$ cat config.mk
export PLATFORM = sky130hd
export DESIGN_NAME = hazard_control_unit
export DESIGN_NICKNAME = d
export VERILOG_FILES = /design/src/rtl/pipeline_ctrl_pkg.sv /design/src/rtl/reg_scoreboard.sv /design/src/rtl/hazard_control_unit.sv
export SDC_FILE = /design/constraint.sdc
export NUM_CORES = 1
export LEC_CHECK = 0
export CAP_MARGIN = 20
export CORE_ASPECT_RATIO = 0.6
export CORE_MARGIN = 1.5
export CORE_UTILIZATION = 29
export CTS_BUF_LIST = sky130_fd_sc_hd__clkbuf_16
export DETAILED_ROUTE_END_ITERATION = 6
export HOLD_SLACK_MARGIN = 0.03
export SLEW_MARGIN = 10
export SYNTH_ARGS = -nofsm -noshare
export SYNTH_HDL_FRONTEND = slang
export SYNTH_HIERARCHICAL = 1
export SYNTH_SLANG_ARGS = --single-unit
$ cat constraint.sdc
create_clock -name clk -period 10.2 [get_ports clk]
set_clock_uncertainty 0.15 [all_clocks]
set_input_delay 1.02 -clock clk [delete_from_list [all_inputs] [get_ports clk]]
set_output_delay 1.02 -clock clk [all_outputs]
set_load 0.01 [all_outputs]
$ cat src/rtl/pipeline_ctrl_pkg.sv
// Shared definitions for the pipeline control slice.
//  - hc_state_e  : sequencer state (RUN / FLUSH / DRAIN), explicit 2-bit encoding
//                  so older code that compares against raw constants still matches
//  - HC_*        : default register-file geometry and flush counter width
//  - onehot()    : register address to one-hot register mask
package pipeline_ctrl_pkg;

  localparam int HC_NUM_REGS   = 32;
  localparam int HC_REG_ADDR_W = 5;
  // Wide enough for FLUSH_CYCLES-1 with FLUSH_CYCLES up to 7.
  localparam int HC_FLUSH_CNT_W = 3;

  typedef enum logic [1:0] {
    HC_RUN   = 2'd0,
    HC_FLUSH = 2'd1,
    HC_DRAIN = 2'd2
  } hc_state_e;

  function automatic logic [HC_NUM_REGS-1:0] onehot(input logic [HC_REG_ADDR_W-1:0] addr);
    logic [HC_NUM_REGS-1:0] mask;
    mask = '0;
    mask[addr] = 1'b1;
    return mask;
  endfunction

endpackage

$ cat src/rtl/reg_scoreboard.sv
// Pending-write scoreboard.
//  clk, reset_n      clock, asynchronous active-low reset
//  set_en, set_addr  mark a register as having a write in flight (x0 ignored)
//  clr_en, clr_addr  writeback retires a register write this cycle
//  busy              registered pending-write vector, bit i = xi pending
//  busy_eff          busy with this cycle's writeback already removed; the
//                    register file is write-before-read, so a same-cycle
//                    writeback no longer blocks a reader
module reg_scoreboard
  import pipeline_ctrl_pkg::*;
#(
  parameter int NUM_REGS   = HC_NUM_REGS,
  parameter int REG_ADDR_W = HC_REG_ADDR_W
) (
  input  logic                  clk,
  input  logic                  reset_n,
  input  logic                  set_en,
  input  logic [REG_ADDR_W-1:0] set_addr,
  input  logic                  clr_en,
  input  logic [REG_ADDR_W-1:0] clr_addr,
  output logic [NUM_REGS-1:0]   busy,
  output logic [NUM_REGS-1:0]   busy_eff
);

  logic [NUM_REGS-1:0] busy_q;
  logic [NUM_REGS-1:0] busy_d;
  logic [NUM_REGS-1:0] clr_mask;
  logic [NUM_REGS-1:0] set_mask;

  always_comb begin
    clr_mask = '0;
    set_mask = '0;
    if (clr_en) begin
      clr_mask[clr_addr] = 1'b1;
    end
    if (set_en && (set_addr != '0)) begin
      set_mask[set_addr] = 1'b1;
    end
    busy_eff    = busy_q & ~clr_mask;
    // x0 is hard-wired zero and never pending.
    busy_eff[0] = 1'b0;
    // Applying the set after the clear makes a same-register set win.
    busy_d      = busy_eff | set_mask;
  end

  always_ff @(posedge clk or negedge reset_n) begin
    if (!reset_n) begin
      busy_q <= '0;
    end else begin
      busy_q <= busy_d;
    end
  end

  assign busy = busy_q;

endmodule

$ cat src/rtl/hazard_control_unit.sv
// Pipeline sequencer beside the decode stage.
//  Inputs : ID slot description (valid, rs1/rs2 reads, rd write, jump),
//           writeback retirement (wb_valid, wb_wr_addr), drain_req level.
//  Outputs: stall_if / stall_id / bubble_ex on RAW/WAW hazards or while
//           draining, flush_if_id for FLUSH_CYCLES cycles after a jump issues,
//           drained (registered), busy_regs (registered scoreboard),
//           dbg_state (current sequencer state, for observation only).
//
// Issue semantics: the ID slot offers an instruction whenever id_valid=1; it
// is accepted (issues) in the same cycle only when state is RUN and it has no
// hazard. When not accepted, decode holds it (stall_id) until it is.
module hazard_control_unit
  import pipeline_ctrl_pkg::*;
#(
  parameter int NUM_REGS     = HC_NUM_REGS,
  parameter int REG_ADDR_W   = HC_REG_ADDR_W,
  parameter int FLUSH_CYCLES = 2
) (
  input  logic                  clk,
  input  logic                  reset_n,
  input  logic                  id_valid,
  input  logic                  id_rs1_en,
  input  logic [REG_ADDR_W-1:0] id_rs1_addr,
  input  logic                  id_rs2_en,
  input  logic [REG_ADDR_W-1:0] id_rs2_addr,
  input  logic                  id_wr_en,
  input  logic [REG_ADDR_W-1:0] id_wr_addr,
  input  logic                  id_is_jump,
  input  logic                  wb_valid,
  input  logic [REG_ADDR_W-1:0] wb_wr_addr,
  input  logic                  drain_req,
  output logic                  stall_if,
  output logic                  stall_id,
  output logic                  bubble_ex,
  output logic                  flush_if_id,
  output logic                  drained,
  output logic [NUM_REGS-1:0]   busy_regs,
  output hc_state_e             dbg_state
);

  localparam logic [HC_FLUSH_CNT_W-1:0] FLUSH_LOAD = HC_FLUSH_CNT_W'(FLUSH_CYCLES - 1);

  hc_state_e                 state_q;
  hc_state_e                 state_d;
  logic [HC_FLUSH_CNT_W-1:0] cnt_q;
  logic [HC_FLUSH_CNT_W-1:0] cnt_d;
  logic                      drained_q;
  logic                      drained_d;

  logic [NUM_REGS-1:0] busy_eff;
  logic                hazard;
  logic                issue;
  logic                set_en;
  logic                stall;

  reg_scoreboard #(
    .NUM_REGS   (NUM_REGS),
    .REG_ADDR_W (REG_ADDR_W)
  ) u_scoreboard (
    .clk      (clk),
    .reset_n  (reset_n),
    .set_en   (set_en),
    .set_addr (id_wr_addr),
    .clr_en   (wb_valid),
    .clr_addr (wb_wr_addr),
    .busy     (busy_regs),
    .busy_eff (busy_eff)
  );

  // Hazard and issue are purely combinational so a stall costs no extra cycle.
  always_comb begin
    hazard = id_valid & ((id_rs1_en & busy_eff[id_rs1_addr])
                       | (id_rs2_en & busy_eff[id_rs2_addr])
                       | (id_wr_en  & busy_eff[id_wr_addr]));
    issue  = id_valid & ~hazard & (state_q == HC_RUN);
    // FLUSH and DRAIN never issue, so nothing is scoreboarded there.
    set_en = issue & id_wr_en;
  end

  always_comb begin
    state_d   = state_q;
    cnt_d     = cnt_q;
    drained_d = 1'b0;
    stall     = 1'b0;
    case (state_q)
      HC_RUN: begin
        stall = hazard;
        // A jump issuing this cycle beats a simultaneous drain request.
        if (issue && id_is_jump) begin
          state_d = HC_FLUSH;
          cnt_d   = FLUSH_LOAD;
        end else if (drain_req) begin
          state_d = HC_DRAIN;
        end
      end
      HC_FLUSH: begin
        if (cnt_q == '0) begin
          state_d = drain_req ? HC_DRAIN : HC_RUN;
        end else begin
          cnt_d = cnt_q - 1'b1;
        end
      end
      HC_DRAIN: begin
        stall = 1'b1;
        if (drain_req) begin
          drained_d = (busy_eff == '0);
        end else begin
          state_d = HC_RUN;
        end
      end
      default: begin
        state_d = HC_RUN;
        cnt_d   = '0;
      end
    endcase
  end

  always_ff @(posedge clk or negedge reset_n) begin
    if (!reset_n) begin
      state_q   <= HC_RUN;
      cnt_q     <= '0;
      drained_q <= 1'b0;
    end else begin
      state_q   <= state_d;
      cnt_q     <= cnt_d;
      drained_q <= drained_d;
    end
  end

  // Gating with reset_n keeps the control outputs quiet during reset even
  // though ID inputs may still be toggling.
  assign stall_if    = reset_n & stall;
  assign stall_id    = reset_n & stall;
  assign bubble_ex   = reset_n & stall;
  assign flush_if_id = reset_n & (state_q == HC_FLUSH);
  assign drained     = drained_q;
  assign dbg_state   = state_q;

endmodule

==> results of run 1 <==
power groups by stage:
stage / Clock [uW] / Sequential [uW] / Combinational [uW]
after detailed placement: 0 / 201 / 229
after CTS: 178 / 198 / 230
after floorplan: 0 / 203 / 131
after global placement: 0 / 201 / 228
after global routing: 186 / 203 / 249
final: 176 / 198 / 231
cell usage after synthesis, types with 4 or more instances:
cell / n / area (um^2)
o21bai_1: 31 / 233
nand2_1: 7 / 26.3
clkbuf_1: 6 / 22.5
o21a_1: 31 / 233
nor2_1: 4 / 15.0
nor4_1: 7 / 43.8
mux2i_1: 10 / 100
inv_1: 5 / 18.8
or3b_1: 4 / 35.0
dfrtp_1: 38 / 951
nand3b_1: 12 / 90.1
nand3_1: 6 / 30.0
mux4_2: 23 / 518
kinds of logic (layout without fill, tap and decap cells):
group / Yosys count / after routing / share of synthesized area (%)
multiplexers: 36 / 36 / 25.7
adder cells (fa/ha/maj): 2 / 2 / 0.922
buffers and inverters: 17 / 81 / 3.09
other: 1 / 2 / 0.138
AO/OA/AOI/OAI: 75 / 75 / 21.0
flip-flops: 38 / 38 / 35.1
AND/OR/NAND/NOR: 58 / 58 / 14.1
sequential cells by signal, summed over array words and instances (netlist names):
signal / cells
dbg_state: 2
cnt_q: 3
u_scoreboard/busy: 32
drained: 1
path summary, 6_finish.rpt:
path / from / endpoint / slack (ns)
hold reg to reg: cnt_q[0] / cnt_q[0] / 0.38
hold / removal: cnt_q[0] / cnt_q[0] / 0.38
max in group asynchronous: reset_n / dbg_state[0] / 8.90
setup / recovery: wb_valid / stall_id / 4.43
min in group asynchronous: reset_n / u_scoreboard/busy[1] / 0.64
setup reg to reg: u_scoreboard/busy[22] / u_scoreboard/busy[12] / 6.59
final cells by class:
cell class	count	area [um^2]
inverters	5	18.8
flip-flops and latches	38	951
clock inverters	3	40.0
clock buffers	5	125
repair buffers	68	673
multi-input cells	173	1680
well taps	116	145
fillers	877	5490
worst min-delay path: stages, from the launching register on:
cell	delay [ns]
dfrtp_1	0.37
a21oi_1	0.07
o31ai_1	0.06
layer usage:
layer / global-route usage, % / share of wire (%) / vias to the layer above
met1: 27.5 / 47 / 1145
met4: 3.71 / 1.0 / 0
met3: 5.72 / 11 / 12
met2: 26.1 / 41 / 130
met5: 0 / 0 / -
li1: - / - / 1050
per-stage QoR:
step                setup WS, ns  utilization (%)  hold WS [ns]  total power (uW)  cell area [um^2]
global route                4.27             39.8         0.431               638              3630
CTS                         4.44             39.8         0.376               606              3630
finish                      4.43             39.8         0.381               605              3630
floorplan                   5.46                -         0.332               334              2720
detailed placement          4.44             38.0         0.361               429              3470
global placement            4.46             38.0         0.348               429              3470
==> impl_results.md, run 1 <==
- Sum Neg Setup Slack: 0 ns
- Critical path class: primary input to output pin
- Clock share of power: between 20% and 30%
- DIE AREA: 0.00996 mm^2
- Post-layout nets: ~320
- Initial Util: ~30%
- GRT Overall Usage: 18.4%
- Syn. warnings: 6
- GPL Wtd Cong: between 0.9 and 1
- Final period util: 56.6%
- Placed Cells: 400
- Worst hold path class: flop to flop
- Clock Latency Late Sink: ~0.28 ns
- Synth Register Bits: 38
- Worst slew pin tran: between 0.7 and 0.8 ns
- Number of synthesized flops with an enable pin: 0
- Routed WL: a little under 9 mm
- Max-Cap Viols: 0
- Row count: 27
- CP arrival: around 4.6 ns
- Bufs and invs on worst path: 2
- Post-route insts no fill: ~400
- Relative slew margins: 49.6%
- Post-synthesis sequential area ratio: roughly a third
- Final setup viols: 0
- Most frequent cells in the layout: clkdlybuf4s50_1, dfrtp_1, o21a_1, o21bai_1, mux4_2
- Post-Syn Area: around 0.0027 mm^2
- Hold violation count in the final report: 0
- Share of layout cells above drive strength 1: roughly an eighth
- Antenna violations before repair: 0
- TritonCTS Sinks: 38
- I/O pin total: 68
- Worst vdd ir: between 0.06 and 0.07 mV
- Detailed-route via count: around 2,300
- CP max FO: 7
- Leak: about 0.0014 uW
- Asr flop ratio synth: 100%
- CP Launch Type: primary input
- Level count of the clock H-tree: 2
- Bufs on Longest Clock Path: 2
- Power density over the cells: ~170 mW/mm^2
- Pint: 414 uW
- Critical path depth in cells: 10
- Synth-to-layout area growth: 34.0%
- Post-detail-place hpwl: 6.55 mm
- Total core area: 0.00912 mm^2
- Crit end category: output pin
- Antenna cells: 0
- # DRC: 0
- Flop pwr share: between 30% and 40%
- Most common cell after layout, fill and taps aside: clkdlybuf4s50_1
- Combinational Power Share: around two fifths
- Initial DRC Count: ~270
- Max incr delay on CP: around 0.54 ns
- Root Driver: clkbuf_16
- Sw Share: 31.6%
- Post-route minimum period: about 5.8 ns
- Max-slew violation count: 0
- CP required: between 9 and 10 ns
- # hold bufs at CTS: 0
- Initial DRT Pass Iterations: 4
- Via-per-instance ratio: around 5.7
- RSZ-0062 raised after global routing: false
- F_max: between 150 and 200 MHz
- Largest net degree at the start of global routing: 41
- CTS tree: done
- Reg clk slew, reported paths: 0.06 ns
- Grt total ovfl: 0
- Synth Instances: 227
- Antenna-violating nets left: 0
- Drt wl/cell: approximately 22 um
- R2R depth: 9
- Cells on Worst Hold Path: 2
- Crit path max-delay family: simple AND/OR/NAND/NOR gates
- Psw: between 150 and 200 uW
- Resized Gates After CTS: 0
- Critical-path top delay cell: or3b_1
- Height of the chip: 77.9 um
- Post-CTS Setup Inserts: 0
- Critical path cell sequence: clkdlybuf4s50_1 -> or3b_1 -> o21a_1 -> mux4_2 -> mux4_2 -> and3_1 -> a31oi_2 -> nand4b_4 -> nor4bb_1 -> clkdlybuf4s50_1
- Die Wd: 128 um
- Status: finished clean
- Syn avg cell area: approximately 12 um^2
- Yosys cell types: 42
- Port bufs: 67
- Vias in the first global route: between 2,000 and 2,500
- Most used DFF post-synth: dfrtp_1
- TritonCTS buffer count: 5
- Global-route wire length before repair: between 10 and 15 mm
Power figures use the tool's default switching activity.
==> run 2: changes to the inputs <==
- clock period: 10.2 -> 5.91 ns (I/O delays scaled with it)
==> run 2 against run 1 <==
Count of clock-buffer cells in the layout unchanged. Final cell count unchanged. Final area unchanged. Sequential share of layout area unchanged. Hold slack worse by 0.17 ns. Global-route usage up 0.57 points.
==> impl_results.md, run 2 (synthesized netlist as in run 1, its figures left out) <==
- CP required: 5.17 ns (was 9.03 ns)
- Post-DP Area: 0.00347 mm^2 (unchanged)
- Routed WL: 8.90 mm (was 8.77 mm)
- TritonCTS Sinks: 38 (unchanged)
- Initial DRC Count: 188 (was 267)
- Resized Gates After CTS: 0 (unchanged)
- Post-detail-place hpwl: 6.68 mm (was 6.55 mm)
- Reg clk slew, reported paths: 0.06 ns (about the same)
- DIE AREA: 0.00996 mm^2 (unchanged)
- Placement Setup Slack: 0.973 ns (was 4.44 ns)
- Initial Util: 29.7% (unchanged)
- F_max: 202 MHz
- Post-route minimum period: about 5 ns
- Bufs on Longest Clock Path: 2 (unchanged)
- Antenna cells: 0 (unchanged)
- Grt total ovfl: 0 (unchanged)
- Row count: 27 (unchanged)
- Worst setup margin: 0.967 ns (was 4.43 ns)
- Level count of the clock H-tree: 2 (unchanged)
- CTS tree: done (unchanged)
- Synth-to-layout area growth: 34.0% (unchanged)
- Most common cell after layout, fill and taps aside: clkdlybuf4s50_1 (unchanged)
- Post-CTS Setup Inserts: 0 (unchanged)
- Max-slew violation count: 0 (unchanged)
- CP max FO: 8 (was 7)
- Status: finished clean (unchanged)
- Sum Neg Setup Slack: 0 ns (unchanged)
- Vias in the first global route: 2,391 (was 2,429)
- GPL Wtd Cong: 0.912 (was 0.909)
- Max reg flops: 32 (unchanged)
- Final setup viols: 0 (unchanged)
- Largest net degree at the start of global routing: 41 (unchanged)
- Most frequent cells in the layout: clkdlybuf4s50_1, dfrtp_1, o21a_1, o21bai_1, mux4_2 (unchanged)
- Antenna violations before repair: 0 (unchanged)
- Final period util: 83.6%
- WHS: 0.213 ns (was 0.381 ns)
- Drt wl/cell: 21.8 um (was 21.5 um)
- Port bufs: 67 (unchanged)
- GRT Overall Usage: 19.0% (was 18.4%)
- Post-layout nets: 322 (unchanged)
- Worst slew pin tran: 0.699 ns (was 0.754 ns)
- Power density over the cells: 288 mW/mm^2 (was 167 mW/mm^2)
- TritonCTS buffer count: 5 (unchanged)
- Via-per-instance ratio: 5.72 (was 5.73)
- # hold bufs at CTS: 0 (unchanged)
- Die Wd: 128 um (unchanged)
- RSZ-0062 raised after global routing: false (unchanged)
- I/O pin total: 68 (unchanged)
- Global-route wire length before repair: 14.0 mm (was 13.9 mm)
- Max-Cap Viols: 0 (unchanged)
- Critical path cell sequence: clkdlybuf4s50_1 -> or3b_1 -> o21a_1 -> mux4_1 -> mux4_2 -> and3_1 -> a31oi_2 -> nand4b_4 -> nor4bb_1 -> clkdlybuf4s50_1 (was clkdlybuf4s50_1 -> or3b_1 -> o21a_1 -> mux4_2 -> mux4_2 -> and3_1 -> a31oi_2 -> nand4b_4 -> nor4bb_1 -> clkdlybuf4s50_1)
- Height of the chip: 77.9 um (unchanged)
- Total core area: 0.00912 mm^2 (unchanged)
- CP Launch Type: primary input (unchanged)
- Leak: 0.00141 uW (unchanged)
- Worst hold path class: primary input to asynchronous set/reset pin (was flop to flop)
- Crit end category: output pin (unchanged)
- Clock Latency Late Sink: 0.29 ns (was 0.28 ns)
- Most used cell, CP: clkdlybuf4s50_1
- Antenna-violating nets left: 0 (unchanged)
- Share of layout cells above drive strength 1: 13.4% (unchanged)
- Hold violation count in the final report: 0 (unchanged)
- Worst vdd ir: 0.104 mV (was 0.0677 mV)
- Relative slew margins: 53.3% (was 49.6%)
- Final instance area: 0.00363 mm^2 (unchanged)
- Root Driver: clkbuf_16 (unchanged)
- Detailed-route via count: 2,333 (was 2,337)
- CP arrival: 4.20 ns (was 4.60 ns)
- Critical-path top delay cell: clkdlybuf4s50_1 (was or3b_1)
- Max incr delay on CP: 0.65 ns (was 0.54 ns)
- # DRC: 0 (unchanged)
- Critical path class: primary input to output pin (unchanged)
- Initial DRT Pass Iterations: 5 (was 4)
## run 2: cell counts in the layout (fill, tap and decap cells not counted)
No cell type changed its count.
## run 2: power breakdown
| group | switching, uW | leakage, uW | internal (uW) |
|---|---|---|---|
| sequential | 36.9 | 0.000510 | 304 |
| combinational | 187 | 0.000817 | 214 |
| clock | 109 | 0.0000836 | 197 |
## run 2: final timing paths
kind | from | to | slack, ns | depth (start not counted)
worst min register to register | cnt_q[0] | cnt_q[0] | 0.37 | 2
max in group asynchronous | reset_n | drained | 5.04 | 2
min in group clk | cnt_q[0] | cnt_q[0] | 0.37 | 2
worst max-delay path | wb_wr_addr[4] | bubble_ex | 0.97 | 10
worst min-delay path | reset_n | u_scoreboard/busy[4] | 0.21 | 2
worst max register to register | u_scoreboard/busy[22] | u_scoreboard/busy[20] | 2.32 | 9
## run 2: per-layer routing
layer | track usage (%) | part of all wire [%] | vias up
met1 | 29.5 | 48 | 1159
met2 | 25.8 | 42 | 124
li1 | - | - | 1045
met3 | 5.24 | 9.6 | 5
met4 | 4.38 | 0.73 | 0
met5 | 0 | 0 | -
## run 2: critical path, delay by kind of cell
kind	cells	cell delay, ns
AO/OA/AOI/OAI	2	0.46
AND/OR/NAND/NOR	4	1.02
multiplexers	2	0.98
buffers and inverters	2	1.15
## run 2: layout make-up
| cell class | instances | area, um^2 |
|---|---|---|
| timing repair buffer | 68 | 673 |
| fill | 891 | 5490 |
| clock inverter | 3 | 40.0 |
| sequential | 38 | 951 |
| clock buffer | 5 | 125 |
| inverter | 5 | 18.8 |
| multi-input combinational | 173 | 1680 |
| tap | 116 | 145 |
## run 2: metrics by stage
stage	utilization, %	power (uW)	instances
floorplan	-	577	228
global placement	38.0	740	400
detailed placement	38.0	741	400
CTS	39.8	1050	408
global route	39.8	1110	408
finish	39.8	1050	408
